===== src/rtl/d2_arb_pkg.sv =====
// d2_arb_pkg: shared definitions for the round-robin bus arbiter.
//   - FSM state encodings (2'd3 is unused and recovers to IDLE)
//   - default parameter values for the arbiter
//   - wrap_inc: modulo-n increment used for the rotating priority pointer
package d2_arb_pkg;

    localparam logic [1:0] ST_IDLE = 2'd0;
    localparam logic [1:0] ST_OWN  = 2'd1;
    localparam logic [1:0] ST_GAP  = 2'd2;

    localparam int DEF_N_REQ    = 4;
    localparam int DEF_MAX_HOLD = 16;
    localparam int DEF_CNT_W    = 5;
    localparam int DEF_GAP      = 1;

    // Next index after idx, wrapping n-1 back to 0.
    function automatic int wrap_inc(input int idx, input int n);
        if (idx + 1 >= n) begin
            return 0;
        end else begin
            return idx + 1;
        end
    endfunction

endpackage


===== src/rtl/rr_priority_pick.sv =====
// rr_priority_pick: combinational rotating-priority picker.
//   elig_i  in   N_REQ  eligible requesters
//   ptr_i   in   IDX_W  index with highest priority this cycle
//   pick_o  out  IDX_W  first eligible index scanning ptr, ptr+1, ... mod N_REQ
//   any_o   out  1      at least one requester is eligible
// Rotates the eligible vector so ptr lands on bit 0, finds the lowest set
// bit, then adds ptr back (mod N_REQ) to recover the absolute index.
module rr_priority_pick
    import d2_arb_pkg::*;
#(
    parameter int N_REQ = DEF_N_REQ,
    parameter int IDX_W = $clog2(DEF_N_REQ)
) (
    input  logic [N_REQ-1:0] elig_i,
    input  logic [IDX_W-1:0] ptr_i,
    output logic [IDX_W-1:0] pick_o,
    output logic             any_o
);

    logic [2*N_REQ-1:0] dbl_s;
    logic [N_REQ-1:0]   rot_s;
    int                 off_s;
    int                 sum_s;

    // Doubling the vector lets a plain right shift act as a rotate.
    assign dbl_s = {elig_i, elig_i};
    assign rot_s = N_REQ'(dbl_s >> ptr_i);
    assign any_o = |rot_s;

    // First-one detect on the rotated vector: scanning downward leaves the lowest hit.
    always_comb begin
        off_s = 0;
        for (int i = N_REQ - 1; i >= 0; i--) begin
            off_s = rot_s[i] ? i : off_s;
        end
    end

    // Un-rotate: absolute index = (ptr + offset) mod N_REQ.
    always_comb begin
        sum_s  = 32'(ptr_i) + off_s;
        pick_o = (sum_s >= N_REQ) ? IDX_W'(sum_s - N_REQ) : IDX_W'(sum_s);
    end

endmodule


===== src/rtl/rr_bus_arbiter.sv =====
// rr_bus_arbiter: round-robin owner selection for one shared mux-tree bus.
//   clk_i      in   1      clock, all state on posedge
//   rst_i      in   1      synchronous reset, active-high
//   req_i      in   N_REQ  per-requester request, held for the whole ownership
//   gnt_o      out  N_REQ  registered one-hot grant, or all-zero
//   sel_o      out  IDX_W  owner index for the mux select, 0 when no grant
//   busy_o     out  1      high in OWN or GAP
//   timeout_o  out  1      one-cycle pulse on a forced release
//   towner_o   out  IDX_W  last force-released requester, held until the next timeout
// An owner keeps the bus at most MAX_HOLD cycles; every release is followed
// by GAP all-zero grant cycles. A force-released requester stays masked
// until it drops its request.
module rr_bus_arbiter
    import d2_arb_pkg::*;
#(
    parameter int N_REQ    = DEF_N_REQ,
    parameter int IDX_W    = $clog2(DEF_N_REQ),
    parameter int MAX_HOLD = DEF_MAX_HOLD,
    parameter int CNT_W    = DEF_CNT_W,
    parameter int GAP      = DEF_GAP
) (
    input  logic             clk_i,
    input  logic             rst_i,
    input  logic [N_REQ-1:0] req_i,
    output logic [N_REQ-1:0] gnt_o,
    output logic [IDX_W-1:0] sel_o,
    output logic             busy_o,
    output logic             timeout_o,
    output logic [IDX_W-1:0] towner_o
);

    localparam logic [1:0]       GAP_LOAD = (GAP > 0) ? 2'(GAP - 1) : 2'd0;
    localparam logic [N_REQ-1:0] ONE_HOT0 = N_REQ'(1);

    logic [1:0]       state_q,   state_d;
    logic [CNT_W-1:0] cnt_q,     cnt_d;
    logic [1:0]       gap_q,     gap_d;
    logic [IDX_W-1:0] ptr_q,     ptr_d;
    logic [N_REQ-1:0] mask_q,    mask_d;
    logic [N_REQ-1:0] gnt_q,     gnt_d;
    logic [IDX_W-1:0] sel_q,     sel_d;
    logic             busy_q,    busy_d;
    logic             timeout_q, timeout_d;
    logic [IDX_W-1:0] towner_q,  towner_d;

    logic [N_REQ-1:0] elig_s;
    logic [IDX_W-1:0] pick_s;
    logic             any_s;
    logic             owner_req_s;
    logic             hold_done_s;
    logic             grant_s;
    logic             release_s;
    logic             force_s;

    assign elig_s = req_i & ~mask_q;

    rr_priority_pick #(
        .N_REQ (N_REQ),
        .IDX_W (IDX_W)
    ) u_pick (
        .elig_i (elig_s),
        .ptr_i  (ptr_q),
        .pick_o (pick_s),
        .any_o  (any_s)
    );

    assign owner_req_s = req_i[sel_q];
    assign hold_done_s = (cnt_q == CNT_W'(MAX_HOLD));
    // The last gap cycle arbitrates directly so exactly GAP zero cycles separate owners.
    assign grant_s     = any_s && ((state_q == ST_IDLE) ||
                                   ((state_q == ST_GAP) && (gap_q == 2'd0)));
    assign release_s   = (state_q == ST_OWN) && (!owner_req_s || hold_done_s);
    assign force_s     = (state_q == ST_OWN) && owner_req_s && hold_done_s;

    // State and output registers with synchronous reset.
    always_ff @(posedge clk_i) begin
        if (rst_i) begin
            state_q   <= ST_IDLE;
            cnt_q     <= '0;
            gap_q     <= 2'd0;
            ptr_q     <= '0;
            mask_q    <= '0;
            gnt_q     <= '0;
            sel_q     <= '0;
            busy_q    <= 1'b0;
            timeout_q <= 1'b0;
            towner_q  <= '0;
        end else begin
            state_q   <= state_d;
            cnt_q     <= cnt_d;
            gap_q     <= gap_d;
            ptr_q     <= ptr_d;
            mask_q    <= mask_d;
            gnt_q     <= gnt_d;
            sel_q     <= sel_d;
            busy_q    <= busy_d;
            timeout_q <= timeout_d;
            towner_q  <= towner_d;
        end
    end

    // Next-state logic.
    always_comb begin
        state_d = state_q;
        case (state_q)
            ST_IDLE: state_d = any_s ? ST_OWN : ST_IDLE;
            ST_OWN: begin
                if (release_s) begin
                    state_d = (GAP > 0) ? ST_GAP : ST_IDLE;
                end else begin
                    state_d = ST_OWN;
                end
            end
            ST_GAP: begin
                if (gap_q != 2'd0) begin
                    state_d = ST_GAP;
                end else begin
                    state_d = any_s ? ST_OWN : ST_IDLE;
                end
            end
            default: state_d = ST_IDLE;
        endcase
    end

    // Counters, pointer, mask and next values of the registered outputs.
    always_comb begin
        mask_d    = mask_q & req_i;
        timeout_d = 1'b0;
        towner_d  = towner_q;

        if (grant_s) begin
            cnt_d = CNT_W'(1);
        end else if ((state_q == ST_OWN) && !release_s) begin
            cnt_d = cnt_q + CNT_W'(1);
        end else begin
            cnt_d = cnt_q;
        end

        if (release_s) begin
            ptr_d = IDX_W'(wrap_inc(32'(sel_q), N_REQ));
            gap_d = GAP_LOAD;
        end else if ((state_q == ST_GAP) && (gap_q != 2'd0)) begin
            ptr_d = ptr_q;
            gap_d = gap_q - 2'd1;
        end else begin
            ptr_d = ptr_q;
            gap_d = gap_q;
        end

        // Masking the timed-out owner keeps it from winning again until it drops Req.
        if (force_s) begin
            timeout_d      = 1'b1;
            towner_d       = sel_q;
            mask_d[sel_q]  = 1'b1;
        end else begin
            timeout_d      = 1'b0;
        end

        // Grant/select are forced to zero whenever the next state is not OWN.
        if (grant_s) begin
            gnt_d = ONE_HOT0 << pick_s;
            sel_d = pick_s;
        end else if (state_d == ST_OWN) begin
            gnt_d = gnt_q;
            sel_d = sel_q;
        end else begin
            gnt_d = '0;
            sel_d = '0;
        end

        busy_d = (state_d != ST_IDLE);
    end

    assign gnt_o     = gnt_q;
    assign sel_o     = sel_q;
    assign busy_o    = busy_q;
    assign timeout_o = timeout_q;
    assign towner_o  = towner_q;

endmodule

===== config.mk =====
export PLATFORM = sky130hd
export DESIGN_NAME = rr_bus_arbiter
export DESIGN_NICKNAME = d
export VERILOG_FILES = /design/src/rtl/d2_arb_pkg.sv /design/src/rtl/rr_priority_pick.sv /design/src/rtl/rr_bus_arbiter.sv
export SDC_FILE = /design/constraint.sdc
export NUM_CORES = 1
export LEC_CHECK = 0
export BUFFER_PORTS_ARGS = -buffer_cell sky130_fd_sc_hd__clkbuf_2
export CAP_MARGIN = 15
export CELL_PAD_IN_SITES_DETAIL_PLACEMENT = 0
export CELL_PAD_IN_SITES_GLOBAL_PLACEMENT = 2
export CORE_MARGIN = 2
export CORE_UTILIZATION = 29
export DETAILED_ROUTE_END_ITERATION = 16
export GPL_TIMING_DRIVEN = 0
export MAX_ROUTING_LAYER = met4
export PLACE_DENSITY_LB_ADDON = 0.15
export SETUP_SLACK_MARGIN = 0.4
export SYNTH_ARGS = -nofsm -noshare
export SYNTH_HDL_FRONTEND = slang
export SYNTH_HIERARCHICAL = 1
export SYNTH_SLANG_ARGS = --single-unit

===== constraint.sdc =====
create_clock -name clk_i -period 2.68 [get_ports clk_i]
set_input_delay 0.536 -clock clk_i [delete_from_list [all_inputs] [get_ports clk_i]]
set_output_delay 0.536 -clock clk_i [all_outputs]
set_load 0.02 [all_outputs]

==> results.tsv, run 1 <==
stage	metric	value	unit
synthesis	ys_types	46	
synthesis	syn_nets	158	
clocking	ctsRootBufferMaster	clkbuf_8	
detailed_routing	dr.pass1.iters	3	
placed_design	dp.final_hpwl	2470	um
pwr	switching_share	0.324	
pwr	power.density	533	mW/mm^2
sta	fmax	452	MHz
synthesis	synth_area_leaders	dfxtp_1, ha_1, nand4_1	
layout	final_nets	182	
sta	setup_tns	0	ns
layout	syn2layout_area_growth	20.2	%
placed_design	dp_slack	0.0332	ns
placed_design	globalplace.congestion	0.813	
synthesis	synthFlopType	dfxtp_1	
layout	final_cell_area	0.00166	mm^2
floorplan	core_area	0.00466	mm^2
critical_path	cp_max_fo	4	
floorplan	rows	25	
sta	finalHoldWorstSlack	0.464	ns
pwr	p_comb_frac	0.256	
layout	n_antenna_cell	0	
clocking	cts-buffers-inserted	3	
critical_path	required	2.89	ns
detailed_routing	drt_wl_total	3330	um
global_routing	grt_pass1_wl	5740	um
sta	period_share	0.826	
layout	fill_cells	467	
synthesis	synth.avg_cell_area	9.60	um^2
synthesis	ys_warn_count	6	
floorplan	start_util	0.297	
sta	setup_violations	0	
critical_path	start_kind	input pin	
pwr	p_total	886	uW
pwr	intPower	599	uW
synthesis	synth-edff-count	0	
synthesis	synth_area	0.00138	mm^2
critical_path	end_kind	flip-flop	
sta	setup_ws	0.466	ns
clocking	htree_levels	1	
placed_design	portBuffers	15	
global_routing	grtUsageTotal	0.144	
synthesis	synthArstFlopShare	0	
placed_design	place_area	0.00154	mm^2
sta	hold_viol	0	
synthesis	ys_seq_elements	25	
layout	drive_gt1_frac	0.287	
run_status	outcome	complete, no violations	
flow_run	drv_cap	0	
sta	worst_pin_slew	0.499	ns
sta	clock_skew	0.00789	ns
detailed_routing	avgViaCountPerCell	5.25	
pwr	pwr-share-clk	0.273	
global_routing	antenna_found_initial	0	
synthesis	synth_commonest_cells	dfxtp_1, inv_1, nand2_1	
clocking	cts_hold_buf	0	
min_path	hp-class	flip-flop to flip-flop	
detailed_routing	dr_total_vias	1161	
sta	finalCriticalPeriod	2.21	ns
detailed_routing	drtIter0Drc	44	
clocking	cts_buffer_depth	2	
detailed_routing	routedWlPerCell	15.1	um
floorplan	die-area	0.00534	mm^2
pwr	vdd_drop_max	0.189	mV
critical_path	worst_path_most_repeated_cell	xnor2_2	
synthesis	syn_inst	144	
detailed_routing	remaining_drc_errors	0	
clocking	cts.clk_slew.worst_paths	0.10	ns
critical_path	worstPathArrival	2.42	ns
synthesis	synth_top_cell_by_area	dfxtp_1	
clocking	cts_tree	built	
floorplan	dieWidth	73.0	um
critical_path	critical_path_class	input pin to flip-flop	
clocking	clk_latency	0.28	ns
synthesis	yosysMostFrequentCell	dfxtp_1	
synthesis	yosysSeqAreaShare	0.362	
floorplan	io_pins	16	
global_routing	grt_max_degree	17	
sta	drv_slew	0	
critical_path	worstPathCellList	clkbuf_2 -> nor2b_2 -> inv_2 -> a2bb2oi_2 -> o211ai_1 -> o21a_1 -> ha_2 -> xnor2_2 -> xnor2_2 -> or4_4 -> a21oi_2	
global_routing	grt_pass1_vias	1198	
sta	relSlewSlack	0.664	
global_routing	overflow	0	
pwr	sequentialPowerShare	0.470	
synthesis	synth_top_cell_area_share	0.362	
critical_path	cp_slowest_cell	or4_4	
sta	rsz0062_at_grt	yes	
detailed_routing	antenna_left	0	
critical_path	critical-path-max-stage-delay	0.45	ns
pwr	leakage	0.664	nW
floorplan	dieHeight	73.0	um
clocking	cts.sinks	25	
pwr	p_switching	287	uW
## metrics by stage
stage                util  cells
finish              0.357    221
global route        0.357    221
CTS                 0.347    220
detailed placement  0.330    213
global placement    0.330    213
floorplan               -    144
## kinds of logic (layout without fill, tap and decap cells)
logic type	count (synthesis)	after routing	share of synthesized area
adder cells (fa/ha/maj)	8	8	0.0724
XOR/XNOR	3	3	0.0190
AND/OR/NAND/NOR	51	51	0.230
AO/OA/AOI/OAI	35	35	0.203
multiplexers	7	7	0.0642
buffers and inverters	15	38	0.0498
flip-flops	25	25	0.362
## area by class of cell
| class | instances | area, um^2 | share of cell area |
|---|---|---|---|
| multi-input combinational | 104 | 870 | 0.523 |
| sequential | 25 | 500 | 0.301 |
| timing repair buffer | 19 | 105 | 0.0633 |
| tap | 54 | 67.6 | 0.0407 |
| clock buffer | 3 | 41.3 | 0.0248 |
| inverter | 10 | 37.5 | 0.0226 |
| buffer | 5 | 31.3 | 0.0188 |
| clock inverter | 1 | 8.76 | 0.00527 |
## power by group through the flow
stage / logic [mW] / clock network (mW) / registers (mW)
6_report: 0.227 / 0.242 / 0.417
5_1_grt: 0.249 / 0.271 / 0.421
4_1_cts: 0.212 / 0.252 / 0.417
3_5_place_dp: 0.207 / 0 / 0.425
3_3_place_gp: 0.206 / 0 / 0.424
2_1_floorplan: 0.134 / 0 / 0.435
## layer usage
| metal | global-route usage | part of all wire | vias up |
|---|---|---|---|
| met2 | 0.231 | 0.48 | 12 |
| met4 | 0.0617 | 0.0093 | 0 |
| met5 | - | 0 | - |
| met1 | 0.174 | 0.48 | 564 |
| met3 | 0.0304 | 0.026 | 4 |
| li1 | - | - | 581 |
## worst max-delay path, delay by kind of cell
kind	cells	cell delay [ns]
buffers and inverters	2	0.20
adder cells (fa/ha/maj)	1	0.18
XOR/XNOR	2	0.25
AND/OR/NAND/NOR	2	0.68
AO/OA/AOI/OAI	4	0.58
## worst paths after layout
| path | slack [ns] | end | depth (start not counted) | startpoint |
|---|---|---|---|---|
| hold / removal | 0.46 | towner_o[1] | 2 | towner_o[1] |
| setup / recovery | 0.47 | gnt_o[0] | 11 | req_i[2] |
| setup reg to reg | 0.52 | gnt_o[0] | 10 | mask_q[2] |
| hold reg to reg | 0.46 | towner_o[1] | 2 | towner_o[1] |
## cell usage in the layout, fill, tap and decap left out, types with 2 or more instances in the layout
master,count
nor2b_1,4
nand2b_1,4
o22ai_1,3
ha_1,7
inv_1,9
a32o_1,4
nand4_1,8
nand2_1,10
mux2i_1,4
clkbuf_8,3
o32ai_1,2
clkbuf_2,15
xnor2_2,2
clkbuf_1,2
dfxtp_1,25
nor2_1,2
a31o_2,3
o21a_1,2
a21oi_1,7
nor3_1,3
a21oi_2,2
o211ai_1,2
and3_1,2
buf_4,4
and2b_1,3
nor2b_4,3
nand3_1,3
## registers in the layout (all words and copies together) (netlist names), 2 cells and up
signal and count:
gnt_o 4, gap_q 2, towner_o 2, cnt_q 5, sel_o 2, mask_q 4
ptr_q 2, state_q 2
## what timing repair did
action                     in CTS  in global routing
gates cloned                    0                  0
gates resized for setup         3                  7
setup buffers                   3                  1
pin swaps                       0                  1
setup endpoints to repair       2                  4
Note: power is estimated with default switching activity, not from simulation.
==> inputs of run 2 (changes only) <==
--- a/config.mk
+++ b/config.mk
@@ -5,6 +5,7 @@
 export SDC_FILE = /design/constraint.sdc
 export NUM_CORES = 1
 export LEC_CHECK = 0
+export ABC_AREA = 1
 export BUFFER_PORTS_ARGS = -buffer_cell sky130_fd_sc_hd__clkbuf_2
 export CAP_MARGIN = 15
 export CELL_PAD_IN_SITES_DETAIL_PLACEMENT = 0
==> constraint.sdc (replaced) <==
create_clock -name clk_i -period 2 [get_ports clk_i]
set_input_delay 0.4 -clock clk_i [delete_from_list [all_inputs] [get_ports clk_i]]
set_output_delay 0.4 -clock clk_i [all_outputs]
set_load 0.02 [all_outputs]
==> results.tsv, run 2 <==
stage	metric	value	unit
run_status	outcome	complete, no violations	
synthesis	synth_top_cell_by_area	dfxtp_1	
synthesis	synth_area	0.00142	mm^2
synthesis	syn_inst	200	
detailed_routing	drtIter0Drc	19	
critical_path	cpLargestDelayFamily	simple AND/OR/NAND/NOR gates	
placed_design	portBuffers	14	
clocking	cts.clk_slew.worst_paths	0.10	ns
floorplan	rows	25	
global_routing	overflow	0	
detailed_routing	avgViaCountPerCell	4.47	
pwr	vdd_drop_max	0.471	mV
sta	drv_slew	0	
critical_path	critical_path_class	flip-flop to flip-flop	
critical_path	crit_buf_inv	2	
pwr	p_comb_frac	0.462	
min_path	hp-start	req_i[1]	
layout	largest_reg_flops	5	
placed_design	dp.final_hpwl	2580	um
pwr	leakage	0.828	nW
flow_run	drv_cap	0	
global_routing	antenna_found_initial	0	
synthesis	synth_commonest_cells	nand2_1, dfxtp_1, inv_1, nand3_1, nor2_1	
pwr	sequentialPowerShare	0.360	
synthesis	yosysMostFrequentCell	nand2_1	
layout	final_core_util	0.393	
synthesis	ys_warn_count	6	
critical_path	cp-startpoint	mask_q[2]	
synthesis	synth.avg_cell_area	7.10	um^2
synthesis	synthArstFlopShare	0	
detailed_routing	dr.pass1.iters	4	
layout	syn2layout_area_growth	30.7	%
detailed_routing	drt_wl_total	3490	um
synthesis	synthFlopType	dfxtp_1	
critical_path	required	2.17	ns
sta	clock_skew	0.00733	ns
clocking	htree_levels	1	
critical_path	start_kind	flip-flop	
pwr	power.density	942	mW/mm^2
pwr	pwr-share-clk	0.179	
sta	period_share	0.918	
layout	layout_common_cells	nand2_1, dfxtp_1, inv_1	
floorplan	start_util	0.301	
layout	fill_cells	510	
synthesis	synth-edff-count	0	
synthesis	synth_area_leaders	dfxtp_1, nand2_1, nand3_1	
critical_path	worst_path_most_repeated_cell	nand3_2	
floorplan	core_area	0.00472	mm^2
layout	final_common_cell	nand2_1	
global_routing	grt_max_degree	15	
synthesis	yosysSeqAreaShare	0.352	
min_path	hp-class	input pin to flip-flop	
global_routing	grtUsageTotal	0.145	
sta	hold_viol	0	
sta	finalCriticalPeriod	1.84	ns
clocking	ctsRootBufferMaster	clkbuf_8	
floorplan	die-area	0.00547	mm^2
clocking	cts_hold_buf	0	
floorplan	dieHeight	74.0	um
synthesis	syn_nets	214	
critical_path	cp_max_fo	5	
global_routing	grt_pass1_wl	5910	um
synthesis	ys_types	25	
critical_path	critical-path-max-stage-delay	0.35	ns
pwr	switching_share	0.422	
floorplan	dieWidth	74.0	um
sta	fmax	545	MHz
global_routing	grt_pass1_vias	1255	
critical_path	reg2reg_from	mask_q[2]	
sta	worst_pin_slew	0.356	ns
layout	final_nets	239	
critical_path	worstPathCellList	nor2_4 -> nand2_2 -> nand3_2 -> nand3_2 -> a21boi_2 -> ha_2 -> xor2_2 -> inv_1 -> nand3_2 -> nand2_4 -> buf_4 -> nand2_2 -> a21oi_2	
clocking	cts-buffers-inserted	3	
sta	setup_violations	0	
placed_design	placed_cells	281	
sta	rsz0062_at_grt	yes	
detailed_routing	remaining_drc_errors	0	
critical_path	end_kind	flip-flop	
pwr	p_switching	737	uW
sta	finalHoldWorstSlack	0.387	ns
pwr	intPower	1.01	mW
clocking	clk_latency	0.27	ns
detailed_routing	dr_total_vias	1300	
clocking	cts_tree	built	
clocking	cts_buffer_depth	2	
floorplan	io_pins	16	
layout	drive_gt1_frac	0.438	
detailed_routing	routedWlPerCell	12.0	um
placed_design	globalplace.congestion	0.925	
sta	relSlewSlack	0.762	
layout	final_cell_count_no_fill	291	
layout	largest_register	cnt_q	
synthesis	ys_seq_elements	25	
clocking	cts.sinks	25	
detailed_routing	antenna_left	0	
critical_path	cp_slowest_cell	dfxtp_2	
layout	n_antenna_cell	0	
critical_path	worstPathArrival	2.00	ns
synthesis	synth_top_cell_area_share	0.352	
-- run 2: cell types whose count changed in the layout (fill, tap and decap cells not counted), moves of 5 or more --
| cell | before | now |
|---|---|---|
| nand3_2 | 1 | 11 |
| inv_2 | 1 | 8 |
| nand3_1 | 3 | 14 |
| dfxtp_2 | 0 | 5 |
| nand2_2 | 0 | 16 |
| nor2_1 | 2 | 9 |
| nand2_1 | 10 | 36 |
| dfxtp_1 | 25 | 18 |
| nor2_4 | 0 | 6 |
| inv_1 | 9 | 17 |
-- run 2: routing by layer --
layer  vias up  global-route usage  part of all wire  routed length, um
li1        687                   -                 -                  -
met3         4              0.0257             0.025                 89
met1       596               0.169              0.47               1630
met2        13               0.250              0.50               1730
met5         -                   -                 0                  0
met4         0              0.0505             0.011                 40
-- run 2: timing repair --
action                                  4_1_cts  5_1_grt
gates resized for setup                      30       20
endpoints found under the setup margin        9       14
pin swaps                                    23       14
endpoints found under the hold margin         0        0
buffers inserted                              6        0
-- run 2: logic make-up after synthesis --
| kind of cell | Yosys count | share of synthesized area |
|---|---|---|
| and+or+nand+nor | 111 | 0.380 |
| buffers and inverters | 34 | 0.105 |
| DFF | 25 | 0.352 |
| AOI/OAI and AO/OA | 18 | 0.0678 |
| adders and majority gates | 8 | 0.0705 |
| xor gates and xnor gates | 4 | 0.0247 |
-- run 2: power by group through the flow --
stage / registers, mW / logic [mW] / clock network (mW)
floorplan: 0.661 / 0.430 / 0
global placement: 0.628 / 0.620 / 0
detailed placement: 0.632 / 0.629 / 0
CTS: 0.626 / 0.747 / 0.327
global route: 0.639 / 0.896 / 0.351
finish: 0.629 / 0.806 / 0.312
-- run 2: per-stage QoR --
| step | total power [mW] | worst slack [ns] | setup TNS [ns] | area, um^2 |
|---|---|---|---|---|
| floorplan | 1.09 | 0.275 | 0 | 1440 |
| global placement | 1.25 | -0.141 | -0.500 | 1600 |
| detailed placement | 1.26 | -0.144 | -0.537 | 1600 |
| CTS | 1.70 | 0.193 | 0 | 1790 |
| global route | 1.89 | 0.0722 | 0 | 1860 |
| finish | 1.75 | 0.164 | 0 | 1860 |
-- run 2: layout make-up --
type	count	area [um^2]	area share
plain buffers	5	40.0	0.0216
well taps	67	83.8	0.0452
flip-flops and latches	25	514	0.277
inverters	29	126	0.0681
multi-input cells	141	930	0.501
clock inverters	1	5.00	0.00270
repair buffers	20	115	0.0620
clock buffers	3	41.3	0.0223
-- run 2: worst min-delay path: cells and delay by family --
family,cells,cell delay (ns)
buffers and inverters,1,0.11
and+or+nand+nor,2,0.13
-- run 2: path summary, 6_finish.rpt --
path	endpoint	slack, ns	cells past startpoint
max reg2reg	sel_o[1]	0.16	13
min reg2reg	gap_q[0]	0.47	2
min	mask_q[1]	0.39	3
max	sel_o[1]	0.16	13
==> inputs of run 3 (changes only) <==
--- a/config.mk
+++ b/config.mk
@@ -16,7 +16,7 @@
 export GPL_TIMING_DRIVEN = 0
 export MAX_ROUTING_LAYER = met4
 export PLACE_DENSITY_LB_ADDON = 0.15
-export SETUP_SLACK_MARGIN = 0.4
+export SETUP_SLACK_MARGIN = 0.05
 export SYNTH_ARGS = -nofsm -noshare
 export SYNTH_HDL_FRONTEND = slang
 export SYNTH_HIERARCHICAL = 1
==> constraint.sdc (replaced) <==
create_clock -name clk_i -period 2 [get_ports clk_i]
set_input_delay 0.4 -clock clk_i [delete_from_list [all_inputs] [get_ports clk_i]]
set_output_delay 0.4 -clock clk_i [all_outputs]
set_load 0.1 [all_outputs]
==> results.tsv, run 3 (synthesized netlist as in run 2, its figures left out) <==
stage	metric	value	unit
clocking	ctsRootBufferMaster	clkbuf_8	
pwr	vdd_drop_max	0.461	mV
layout	final_nets	235	
detailed_routing	remaining_drc_errors	0	
sta	rsz0062_at_grt	no	
layout	final_core_util	0.377	
critical_path	worst_path_most_repeated_cell	nand3_2	
placed_design	portBuffers	14	
placed_design	place_area	0.00158	mm^2
sta	fmax	542	MHz
detailed_routing	avgViaCountPerCell	4.49	
pwr	leakage	0.809	nW
critical_path	critical-path-max-stage-delay	0.43	ns
detailed_routing	antenna_left	0	
sta	relSlewSlack	0.639	
critical_path	r2r_cells	14	
layout	drive_gt1_frac	0.368	
pwr	pwr-share-clk	0.167	
global_routing	grt_max_degree	15	
detailed_routing	drt_wl_total	3350	um
placed_design	placed_cells	281	
critical_path	reg2reg_from	ptr_q[0]	
layout	fill_cells	520	
detailed_routing	drtIter0Drc	28	
min_path	hp-class	input pin to flip-flop	
floorplan	die-area	0.00547	mm^2
min_path	worstHoldEndpoint	mask_q[0]	
sta	setup_ws	0.154	ns
global_routing	overflow	0	
pwr	intPower	961	uW
layout	multi_input_area	896	um^2
min_path	whs_path_depth	3	
critical_path	cp_slowest_cell	dfxtp_4	
detailed_routing	dr_total_vias	1288	
critical_path	end_kind	flip-flop	
layout	syn2layout_area_growth	25.4	%
pwr	power.density	1050	mW/mm^2
floorplan	io_pins	16	
pwr	sequentialPowerShare	0.338	
pwr	switching_share	0.488	
floorplan	start_util	0.301	
flow_run	drv_cap	0	
clocking	cts_buffer_depth	2	
critical_path	reg2reg_to	gnt_o[3]	
layout	n_antenna_cell	0	
critical_path	required	2.16	ns
critical_path	worstPathArrival	2.01	ns
floorplan	dieHeight	74.0	um
min_path	hp-start	req_i[0]	
layout	largest_register	cnt_q	
floorplan	dieWidth	74.0	um
layout	seq_area	515	um^2
global_routing	grt_pass1_vias	1265	
critical_path	start_kind	flip-flop	
placed_design	dp_slack	-0.220	ns
clocking	cts.sinks	25	
sta	finalCriticalPeriod	1.85	ns
clocking	cts_tree	built	
critical_path	reg2reg_setup_slack	0.15	ns
sta	setup_tns	0	ns
sta	finalHoldWorstSlack	0.371	ns
layout	largest_reg_flops	5	
sta	setup_violations	0	
pwr	p_comb_frac	0.495	
clocking	clk_latency	0.28	ns
sta	hold_viol	0	
clocking	cts_hold_buf	0	
clocking	cts-buffers-inserted	3	
critical_path	cp_max_fo	7	
critical_path	critical_path_class	flip-flop to flip-flop	
critical_path	worstPathCellList	inv_6 -> nand2_4 -> nand3_2 -> nand2_2 -> nand3_2 -> a21boi_2 -> ha_2 -> xor2_2 -> inv_1 -> nand3_2 -> nand2_4 -> buf_4 -> nand3_2 -> a21oi_1	
layout	layout_common_cells	nand2_1, inv_1, dfxtp_1	
detailed_routing	dr.pass1.iters	4	
clocking	cts.clk_slew.worst_paths	0.10	ns
placed_design	globalplace.congestion	0.816	
placed_design	dp.final_hpwl	2500	um
layout	final_cell_area	0.00178	mm^2
layout	final_common_cell	nand2_1	
clocking	htree_levels	1	
sta	worst_pin_slew	0.543	ns
global_routing	antenna_found_initial	0	
layout	final_cell_count_no_fill	287	
detailed_routing	routedWlPerCell	11.7	um
run_status	outcome	complete, no violations	
floorplan	rows	25	
global_routing	grt_pass1_wl	5730	um
global_routing	grtUsageTotal	0.140	
pwr	p_total	1.88	mW
sta	period_share	0.923	
pwr	p_switching	916	uW
sta	clock_skew	0.0109	ns
sta	drv_slew	0	
floorplan	core_area	0.00472	mm^2
[run 3: power groups by stage]
stage / combinational [mW] / sequential [mW] / clock [mW]
after CTS: 0.832 / 0.626 / 0.334
after global routing: 1.02 / 0.645 / 0.353
after floorplan: 0.420 / 0.875 / 0
after global placement: 0.822 / 0.631 / 0
final: 0.930 / 0.635 / 0.313
after detailed placement: 0.825 / 0.635 / 0
[run 3: layout make-up]
class	count	share of cell area
plain buffers	5	0.0225
clock buffers	3	0.0232
clock inverters	1	0.00281
inverters	29	0.0639
multi-input cells	141	0.503
flip-flops and latches	25	0.290
well taps	67	0.0471
repair buffers	16	0.0478
[run 3: worst max path at each step]
| stage | end | slack (ns) | start | cells past startpoint |
|---|---|---|---|---|
| floorplan | gnt_o[0] | 0.21 | req_i[1] | 15 |
| global placement | gnt_o[0] | -0.20 | req_i[1] | 15 |
| detailed placement | gnt_o[0] | -0.22 | req_i[1] | 16 |
| CTS | gnt_o[0] | 0.05 | ptr_q[0] | 14 |
| global route | gnt_o[1] | 0.05 | ptr_q[0] | 14 |
| finish | gnt_o[3] | 0.15 | ptr_q[0] | 14 |
[run 3: what timing repair did]
item / in CTS / in global routing
endpoints found under the setup margin: 5 / 5
resized for setup: 5 / 38
pin swaps: 0 / 11
buffers inserted: 0 / 2
[run 3: worst max-delay path: cells and delay by family, from the launching register on]
kind            cells  cell delay, ns
fa+ha+maj           1            0.20
flops               1            0.43
xor+xnor            1            0.18
buf+inv             3            0.27
compound gates      2            0.20
simple gates        7            0.46
[run 3: metal layers]
layer | wire length [um] | vias up | GRT usage
li1 | - | 677 | -
met1 | 1610 | 587 | 0.179
met2 | 1600 | 19 | 0.227
met3 | 104 | 5 | 0.0257
met4 | 31 | 0 | 0.0364
met5 | 0 | - | -
